$ cat config.mk
export PLATFORM = sky130hd
export DESIGN_NAME = ripple_count_ctrl
export DESIGN_NICKNAME = d
export VERILOG_FILES = /design/src/rtl/ripple_count_ctrl.sv
export SDC_FILE = /design/constraint.sdc
export NUM_CORES = 1
export LEC_CHECK = 0
export ABC_AREA = 1
export BUFFER_PORTS_ARGS = -buffer_cell sky130_fd_sc_hd__buf_2
export CAP_MARGIN = 5
export CELL_PAD_IN_SITES_DETAIL_PLACEMENT = 0
export CELL_PAD_IN_SITES_GLOBAL_PLACEMENT = 1
export CORE_ASPECT_RATIO = 0.9
export CORE_MARGIN = 5
export CORE_UTILIZATION = 38
export CTS_BUF_LIST = sky130_fd_sc_hd__clkbuf_2
export DETAILED_ROUTE_END_ITERATION = 7
export PLACE_DENSITY_LB_ADDON = 0.05
export SYNTH_ARGS = -nofsm -noshare
export SYNTH_HDL_FRONTEND = slang
export SYNTH_SLANG_ARGS = --single-unit
$ cat constraint.sdc
create_clock -name clk -period 1.4 [get_ports clk]
set_clock_uncertainty 0.05 [all_clocks]
set_input_delay 0.14 -clock clk [delete_from_list [all_inputs] [get_ports clk]]
set_output_delay 0.14 -clock clk [all_outputs]
set_load 0.05 [all_outputs]
$ cat src/rtl/ripple_count_ctrl.sv
// ripple_count_ctrl
//   Sequencer for a SIZE-bit asynchronous (ripple) JK up/down counter.
//   It takes step commands (direction + step count) and generates the stage-0
//   clock pulses for the counter. When the direction changes, it holds J=K=0
//   while the stage-clock mux switches. After each pulse it waits a settle
//   window and compares the rippled count against a shadow count.
//
//   Command handshake: a command (cmd_dir, cmd_steps) or a clear (clr_req)
//   is taken on a rising clk edge where its request is high and cmd_ready is
//   high. cmd_ready is high only while the sequencer is idle. Requests seen
//   while cmd_ready is low are ignored, not queued, so the requester must hold
//   the request until cmd_ready is high. clr_req wins over cmd_valid when both
//   are taken on the same edge.
//
// Ports
//   clk        in   1     system clock, rising edge
//   rst        in   1     asynchronous active-high reset
//   cmd_valid  in   1     command request
//   cmd_ready  out  1     idle, a request can be taken
//   cmd_dir    in   1     1 = count up, 0 = count down
//   cmd_steps  in   SIZE  number of steps (0 allowed)
//   clr_req    in   1     clear request
//   cnt_q      in   SIZE  counter outputs
//   cnt_clk    out  1     counter stage-0 clock
//   cnt_rst    out  1     counter reset
//   cnt_mode   out  1     0 = up (qbar clocks next stage), 1 = down
//   cnt_jk     out  1     J and K of all stages (1 = toggle, 0 = hold)
//   value      out  SIZE  shadow count, updated after each verified step
//   busy       out  1     complement of cmd_ready
//   done       out  1     one-cycle pulse at command end
//   sat        out  1     with done: command stopped at a limit (no-wrap build)
//   err        out  1     sticky: sampled cnt_q differed from the shadow count

module ripple_count_ctrl #(
   parameter int SIZE       = 4,
   parameter int SETTLE_CYC = 2,
   parameter bit WRAP_EN    = 1'b1
) (
   input  logic            clk,
   input  logic            rst,
   input  logic            cmd_valid,
   output logic            cmd_ready,
   input  logic            cmd_dir,
   input  logic [SIZE-1:0] cmd_steps,
   input  logic            clr_req,
   input  logic [SIZE-1:0] cnt_q,
   output logic            cnt_clk,
   output logic            cnt_rst,
   output logic            cnt_mode,
   output logic            cnt_jk,
   output logic [SIZE-1:0] value,
   output logic            busy,
   output logic            done,
   output logic            sat,
   output logic            err
);

   typedef enum logic [2:0] {
      IDLE     = 3'd0,
      CLR      = 3'd1,
      MODE_SW  = 3'd2,
      PULSE_HI = 3'd3,
      PULSE_LO = 3'd4,
      SETTLE   = 3'd5,
      CHECK    = 3'd6
   } state_t;

   localparam int              WW        = (SETTLE_CYC > 1) ? $clog2(SETTLE_CYC) : 1;
   localparam logic [WW-1:0]   WAIT_LOAD = WW'(SETTLE_CYC - 1);
   localparam logic [SIZE-1:0] MAX_VAL   = '1;

   state_t          state, state_d;
   logic [WW-1:0]   wait_cnt, wait_d;
   logic [SIZE-1:0] rem, rem_d;
   logic [SIZE-1:0] shadow, shadow_d;
   logic            dir_q, dir_d;
   logic            clr_phase, clr_phase_d;   // SETTLE belongs to a clear, not a step
   logic            sat_stop;

   logic            cnt_clk_d, cnt_rst_d, cnt_mode_d, cnt_jk_d;
   logic [SIZE-1:0] value_d;
   logic            done_d, sat_d, err_d, ready_d;

   // Limits only matter when wrapping is disabled.
   logic at_limit, cmd_limit;
   assign at_limit  = !WRAP_EN && (dir_q   ? (shadow == MAX_VAL) : (shadow == '0));
   assign cmd_limit = !WRAP_EN && (cmd_dir ? (shadow == MAX_VAL) : (shadow == '0));

   // State and datapath register
   always_ff @(posedge clk or posedge rst) begin
      if (rst) begin
         state     <= IDLE;
         wait_cnt  <= '0;
         rem       <= '0;
         shadow    <= '0;
         dir_q     <= 1'b0;
         clr_phase <= 1'b0;
         cnt_clk   <= 1'b0;
         cnt_rst   <= 1'b1;
         cnt_mode  <= 1'b0;
         cnt_jk    <= 1'b0;
         value     <= '0;
         done      <= 1'b0;
         sat       <= 1'b0;
         err       <= 1'b0;
         cmd_ready <= 1'b1;
         busy      <= 1'b0;
      end else begin
         state     <= state_d;
         wait_cnt  <= wait_d;
         rem       <= rem_d;
         shadow    <= shadow_d;
         dir_q     <= dir_d;
         clr_phase <= clr_phase_d;
         cnt_clk   <= cnt_clk_d;
         cnt_rst   <= cnt_rst_d;
         cnt_mode  <= cnt_mode_d;
         cnt_jk    <= cnt_jk_d;
         value     <= value_d;
         done      <= done_d;
         sat       <= sat_d;
         err       <= err_d;
         cmd_ready <= ready_d;
         busy      <= !ready_d;
      end
   end

   // Next-state logic
   always_comb begin
      state_d     = state;
      wait_d      = wait_cnt;
      rem_d       = rem;
      shadow_d    = shadow;
      dir_d       = dir_q;
      clr_phase_d = clr_phase;
      sat_stop    = 1'b0;
      case (state)
         IDLE: begin
            if (clr_req) begin
               state_d     = CLR;
               clr_phase_d = 1'b1;
            end else if (cmd_valid) begin
               dir_d = cmd_dir;
               rem_d = cmd_steps;
               if (cmd_steps == '0) begin
                  state_d = IDLE;
               end else if ((~cmd_dir) != cnt_mode) begin
                  state_d = MODE_SW;
                  wait_d  = WAIT_LOAD;
               end else if (cmd_limit) begin
                  sat_stop = 1'b1;
               end else begin
                  state_d = PULSE_HI;
               end
            end
         end
         CLR: begin
            state_d  = SETTLE;
            wait_d   = WAIT_LOAD;
            shadow_d = '0;
         end
         MODE_SW: begin
            if (wait_cnt == '0) begin
               if (at_limit) begin
                  sat_stop = 1'b1;
                  state_d  = IDLE;
               end else begin
                  state_d = PULSE_HI;
               end
            end else begin
               wait_d = wait_cnt - WW'(1);
            end
         end
         PULSE_HI: begin
            state_d  = PULSE_LO;
            shadow_d = dir_q ? (shadow + SIZE'(1)) : (shadow - SIZE'(1));
         end
         PULSE_LO: begin
            state_d = SETTLE;
            wait_d  = WAIT_LOAD;
         end
         SETTLE: begin
            if (wait_cnt == '0) begin
               state_d     = clr_phase ? IDLE : CHECK;
               clr_phase_d = 1'b0;
            end else begin
               wait_d = wait_cnt - WW'(1);
            end
         end
         CHECK: begin
            if (cnt_q == shadow) begin
               rem_d = rem - SIZE'(1);
               if (rem == SIZE'(1)) begin
                  state_d = IDLE;
               end else if (at_limit) begin
                  sat_stop = 1'b1;
                  state_d  = IDLE;
               end else begin
                  state_d = PULSE_HI;
               end
            end else begin
               // Resynchronise to what the counter actually holds and abort.
               shadow_d = cnt_q;
               state_d  = IDLE;
            end
         end
         default: state_d = IDLE;
      endcase
   end

   // Output logic: next values of the registered outputs
   always_comb begin
      cnt_clk_d  = (state_d == PULSE_HI);
      cnt_rst_d  = (state_d == CLR);
      // Mode and J/K change on the same edge: the stages see J=K=0 before
      // any edge from the mode mux can reach a clock input.
      cnt_mode_d = (state_d == MODE_SW) ? ~dir_d : cnt_mode;
      cnt_jk_d   = cnt_jk;
      if (state_d == MODE_SW) begin
         cnt_jk_d = 1'b0;
      end else if ((state == MODE_SW) || (state_d == PULSE_HI)) begin
         cnt_jk_d = 1'b1;
      end
      value_d = value;
      err_d   = err;
      if (state_d == CLR) begin
         value_d = '0;
         err_d   = 1'b0;
      end
      if (state == CHECK) begin
         if (cnt_q == shadow) begin
            value_d = shadow;
         end else begin
            value_d = cnt_q;
            err_d   = 1'b1;
         end
      end
      // A command ends from MODE_SW (limit), CHECK, or directly from IDLE
      // (zero steps or already at a limit). A clear never pulses done.
      done_d  = (state_d == IDLE) &&
                ((state == MODE_SW) || (state == CHECK) ||
                 ((state == IDLE) && cmd_valid && !clr_req));
      sat_d   = sat_stop;
      ready_d = (state_d == IDLE);
   end

endmodule

# Word level (Yosys, flattened, before mapping)
# Index checks and enable logic that the tools add are counted.
[op_classes] add_sub_neg=4 n_eq_ne=19 n_mux=36 n_bitwise=2 reduce_logical=22
[ops] operator="$mux W4" count=7
[ops] operator="$mux W3" count=6
[ops] operator="$pmux W3 S6" count=1
[ops] operator="$mux W1" count=16
[ops] operator="$ne A2 B2 Y1 const B" count=7
[ops] operator="$eq A3 B2 Y1 const B" count=4
[ops] operator="$pmux W4 S3" count=1
[ops] operator="$eq A3 B3 Y1 const B" count=3
[ops] operator="$pmux W4 S2" count=1
[ops] operator="$reduce_bool A2 Y1" count=4
[ops] operator="$sub A4 B1 Y4 const B" count=2
[ops] operator="$eq A3 B1 Y1 const B" count=2
[ops] operator="$logic_not A3 Y1" count=2
[ops] operator="$reduce_bool A3 Y1" count=2
[ops] operator="$reduce_and A5 Y1" count=1
[ops] operator="$add A4 B1 Y4 const B" count=1
[ops] operator="$eq A4 B1 Y1 const B" count=1
[ops] operator="$eq A4 B4 Y1" count=1
[ops] operator="$logic_not A4 Y1" count=1
[ops] operator="$mux W2" count=2
[ops] operator="$reduce_and A4 Y1" count=1
[ops] operator="$reduce_or A2 Y1" count=2
[ops] operator="$logic_and A1 B1 Y1" count=3
[ops] operator="$logic_or A1 B1 Y1" count=3
[ops] operator="other kinds (7)" count=9
[totals] regBits=26 input_bits=13 out_inout_bits=13 wordCells=98

# Longest topological paths before layout
[depth] word_depth=11 mapped_depth=11

# Least setup slack after synthesis
# No wires, ideal clock.
[synth_timing] path_type="register to register" startpoint="register cnt_mode" endpoint="register cnt_mode" setup_time_ns=0.120 t_arrival_ns=1.332 required_ns=1.230 setup_slack_ns=-0.101 path_stages_with_launch=10 path_cell_list="dfrtp_1 -> inv_1 -> nand2_1 -> nand2_1 -> nand3_1 -> a21oi_1 -> nor2_2 -> nand3_1 -> nand2_1 -> nand2_1"
[synth_between] elab_chain_len=7
[synth_rtl] item="start: declaration" line="49" source="output logic cnt_mode,"
[synth_rtl] item="start signal: assignment" line="117" source="cnt_mode <= cnt_mode_d;"
[synth_rtl] item="$ne A1 B1 Y1" line="147" source="end else if ((~cmd_dir) != cnt_mode) begin"
[synth_rtl] item="$mux W1" line="147"
[synth_rtl] item="$mux W2" line="145" source="if (cmd_steps == '0) begin"
[synth_rtl] item="$mux W3" line="142" source="end else if (cmd_valid) begin"
[synth_rtl] item="$mux W3" line="139" source="if (clr_req) begin"
[synth_rtl] item="$pmux W3 S6" line="137" source="case (state)"
[synth_rtl] item="$eq A3 B2 Y1" line="217" source="cnt_mode_d = (state_d == MODE_SW) ? ~dir_d : cnt_mode;"
# Every way passes these cells.
# A chain may end at the register's enable or synchronous reset.

# Final worst setup path
[layout_timing] startpoint="register state[2]" endpoint="register busy"
[layout_between] elab_chain_len=5 word_cells_on_any_way=15 cone_classes="eq/ne (6); mux (5); reduce/logical (4)"
[layout_rtl] item="start: declaration" line="72" source="state_t state, state_d;"
[layout_rtl] item="start signal: assignment" line="109" source="state <= state_d;"
[layout_rtl] item="$eq A3 B3 Y1, or another cell as far along" line="137"
[layout_rtl] item="$reduce_or A2 Y1 (no line) / $mux W3 (equally long branches)"
[layout_rtl] item="$pmux W3 S6 (*)" line="137"
[layout_rtl] item="$logic_not A3 Y1 (*)" line="244" source="ready_d = (state_d == IDLE);"
[layout_rtl] item="net ready_d" line="82" source="logic done_d, sat_d, err_d, ready_d;"
[layout_rtl] item="$logic_not A1 Y1 (*)" line="124" source="busy <= !ready_d;"
[layout_rtl] item="end signal: assignment" line="124"
[layout_rtl] item="end: declaration" line="52" source="output logic busy,"
# Mark *: on every way through the listed nets, which the timed path passes. The rest lies on a longest branch.

==> results.toml <==
[global_routing]
grt_pass1_wl_um = 6710
grtUsageTotal = 0.148
grt_pass1_vias = 1468
grt_start_max_net_pins = 27
antenna_found_initial = 0
grt_overflow = 0

[die]
row_count = 22
die_h_um = 71.0
coreArea_um2 = 4050
chipWidth_um = 77.7
ios = 26
die-area_um2 = 5520
initial_core_util = 0.388

[pwr]
power.leakage_nw = 1.16
peakVddDrop_uv = 974
power-per-cell-area_nw_per_um2 = 2080

[synthesis]
syn_nets = 223
synth_area_um2 = 1570
netlist.area_leader.share = 0.383
ys_warn_count = 0
syn_area_per_cell_um2 = 7.65
yosysMostFrequentCell = "nand2_1"
synth-seq-area-share = 0.416
synth_edf_count = 0
synth_area_leaders = "dfrtp_1, nand2_1, inv_1"
async_flop_share = 1.00
synth_ff_type = "dfrtp_1"
ys_top_cells_by_count = "nand2_1, inv_1, dfrtp_1"
synth_cell_types = 32
synth_top_area_cell = "dfrtp_1"
ys_ff_latch = 26
netlist_instances = 205

[cells_and_area]
diodes = 0
fin_nets = 284
post_route_cells_drive_above_1_share = 0.475
postLayoutCellArea_um2 = 2270
synthToLayoutAreaGrowth_pct = 44.5
final_util = 0.560

[place]
place_area_um2 = 1870
port_buffers = 24
gp_congestion = 0.878
dp_hpwl_um = 2880

[cts]
cts_sinks = 26
clk_pin_slew_ns = 0.25
numCtsBuffers = 3
clock-root-buffer = "clkbuf_2"
clk_path_buf_depth = 2
htreeDepth = 1
cts_tree = "done"
clk_latency_ns = 0.36

[drt]
drt-pass1-iter-count = 4
num_vias = 1502
avgRoutedWirePerCell_um = 12.7
drt_wl_total_um = 3970
drt-initial-drc-count = 64
final_antenna_net_count = 0
drc = 0
viasPerCell = 4.80

[critical_path]
critical-path-slowest-cell = "dfrtp_2"
crit_chain = "buf_6 > nor2_4 > nor2_1 > a21oi_2 > nand2_2 > nor2_4 > nand2_2 > nor2_4 > inv_2"
cp_max_fo = 4
crit_family = "simple AND/OR/NAND/NOR gates"
endpoint_kind = "flip-flop"
cp_common_cell = "nor2_4"
arrival_ns = 1.83
crit_required_ns = 1.65
crit_buf_inv = 2
startpoint_type = "flip-flop"
worstSetupPathType = "reg2reg"
max_stage_delay_ns = 0.50

[timing]
finalCriticalPeriod_ns = 1.58
final.period_utilization = 1.13
maxSlewViolCount = 0
rsz0062_at_grt = "true"
report.final.hold_viol_count = 0
timing.fmax_mhz = 633
finalSetupViolations = 16
timing.final.ws_setup_ns = -0.180
timing.hold.ws_ns = 0.103

[outcome]
status = "finished, violations left"
violations = "setup timing"

[run]
max_cap_violations = 0

[worst_hold_path]
hp-class = "in2reg"
## worst reg2reg max path, stage by stage (launching register included)
cell and delay (ns):
dfrtp_2 0.50, buf_6 0.13, nor2_4 0.15, nor2_1 0.07, a21oi_2 0.18, nand2_2 0.09
nor2_4 0.12, nand2_2 0.09, nor2_4 0.11, inv_2 0.03
## path summary, 6_finish.rpt
kind	startpoint	slack, ns	end	depth (start not counted)
hold / removal	cmd_valid	0.10	dir_q	4
min in group asynchronous	rst	0.28	shadow[3]	4
setup / recovery	state[2]	-0.18	busy	9
setup reg to reg	state[2]	-0.18	busy	9
max in group asynchronous	rst	0.72	cmd_ready	4
hold reg to reg	clr_phase	0.47	clr_phase	2
## placed cells by master, fill, tap and decap left out, drive strengths merged
cell / count
or2: 2
a31o: 1
nand2: 58
o221ai: 1
nor3: 1
a21oi: 10
xnor2: 1
fa: 1
dfstp: 2
xor2: 3
o31ai: 1
ha: 4
dlygate4sd3: 6
nand3: 20
o211ai: 2
o21ai: 12
nand4: 1
buf: 55
nor2: 22
dfrtp: 24
conb: 1
clkbuf: 4
inv: 33
## through the flow
step / cells / TNS (ns) / setup WS, ns / power (W)
6_report: 313 / -1.76 / -0.180 / 0.00472
5_1_grt: 313 / -3.81 / -0.261 / 0.00516
4_1_cts: 306 / -1.05 / -0.132 / 0.00432
3_5_place_dp: 293 / -1.32 / -0.143 / 0.00362
3_3_place_gp: 293 / -1.17 / -0.131 / 0.00359
2_1_floorplan: 205 / 0 / 0.0106 / 0.00296
## timing repair
item / in CTS / in global routing
buffers inserted: 4 / 6
endpoints found under the hold margin: 28 / 1
pin swaps: 11 / 21
setup endpoints to repair: 23 / 26
gates resized for setup: 35 / 33
hold buffers: 5 / 1
## power breakdown
group	switching (W)	total (W)	internal (W)
Clock	0.000241	0.000316	0.0000753
Combinational	0.00178	0.00309	0.00131
Sequential	0.000267	0.00132	0.00105
Total	0.00228	0.00472	0.00244
## registers in the layout, summed over array words and instances, names as in the netlist
name,cells
busy,1
clr_phase,1
cmd_ready,1
cnt_clk,1
cnt_jk,1
cnt_mode,1
cnt_rst,1
dir_q,1
done,1
err,1
rem,4
shadow,4
state,3
value,4
wait_cnt,1
## per-layer routing
metal  global-route usage  share of wire
met5                    0              0
met4               0.0344         0.0048
met3               0.0382          0.037
met2                0.236           0.49
met1                0.202           0.47
## cells by family after synthesis
kind of cell,after synthesis,share of synthesized area
AOI/OAI and AO/OA,27,0.0981
xor gates and xnor gates,4,0.0223
adders and majority gates,5,0.0447
buffers and inverters,38,0.108
DFF,26,0.416
other,1,0.00239
and+or+nand+nor,104,0.309
## area by class of cell
| cell class | instances | area [um2] |
|---|---|---|
| multi-input combinational | 141 | 947 |
| clock buffer | 4 | 20.0 |
| tap | 48 | 60.1 |
| sequential | 26 | 658 |
| fill | 384 | 1780 |
| timing repair buffer | 61 | 453 |
| inverter | 33 | 129 |
(Power assumes the default switching activity.)
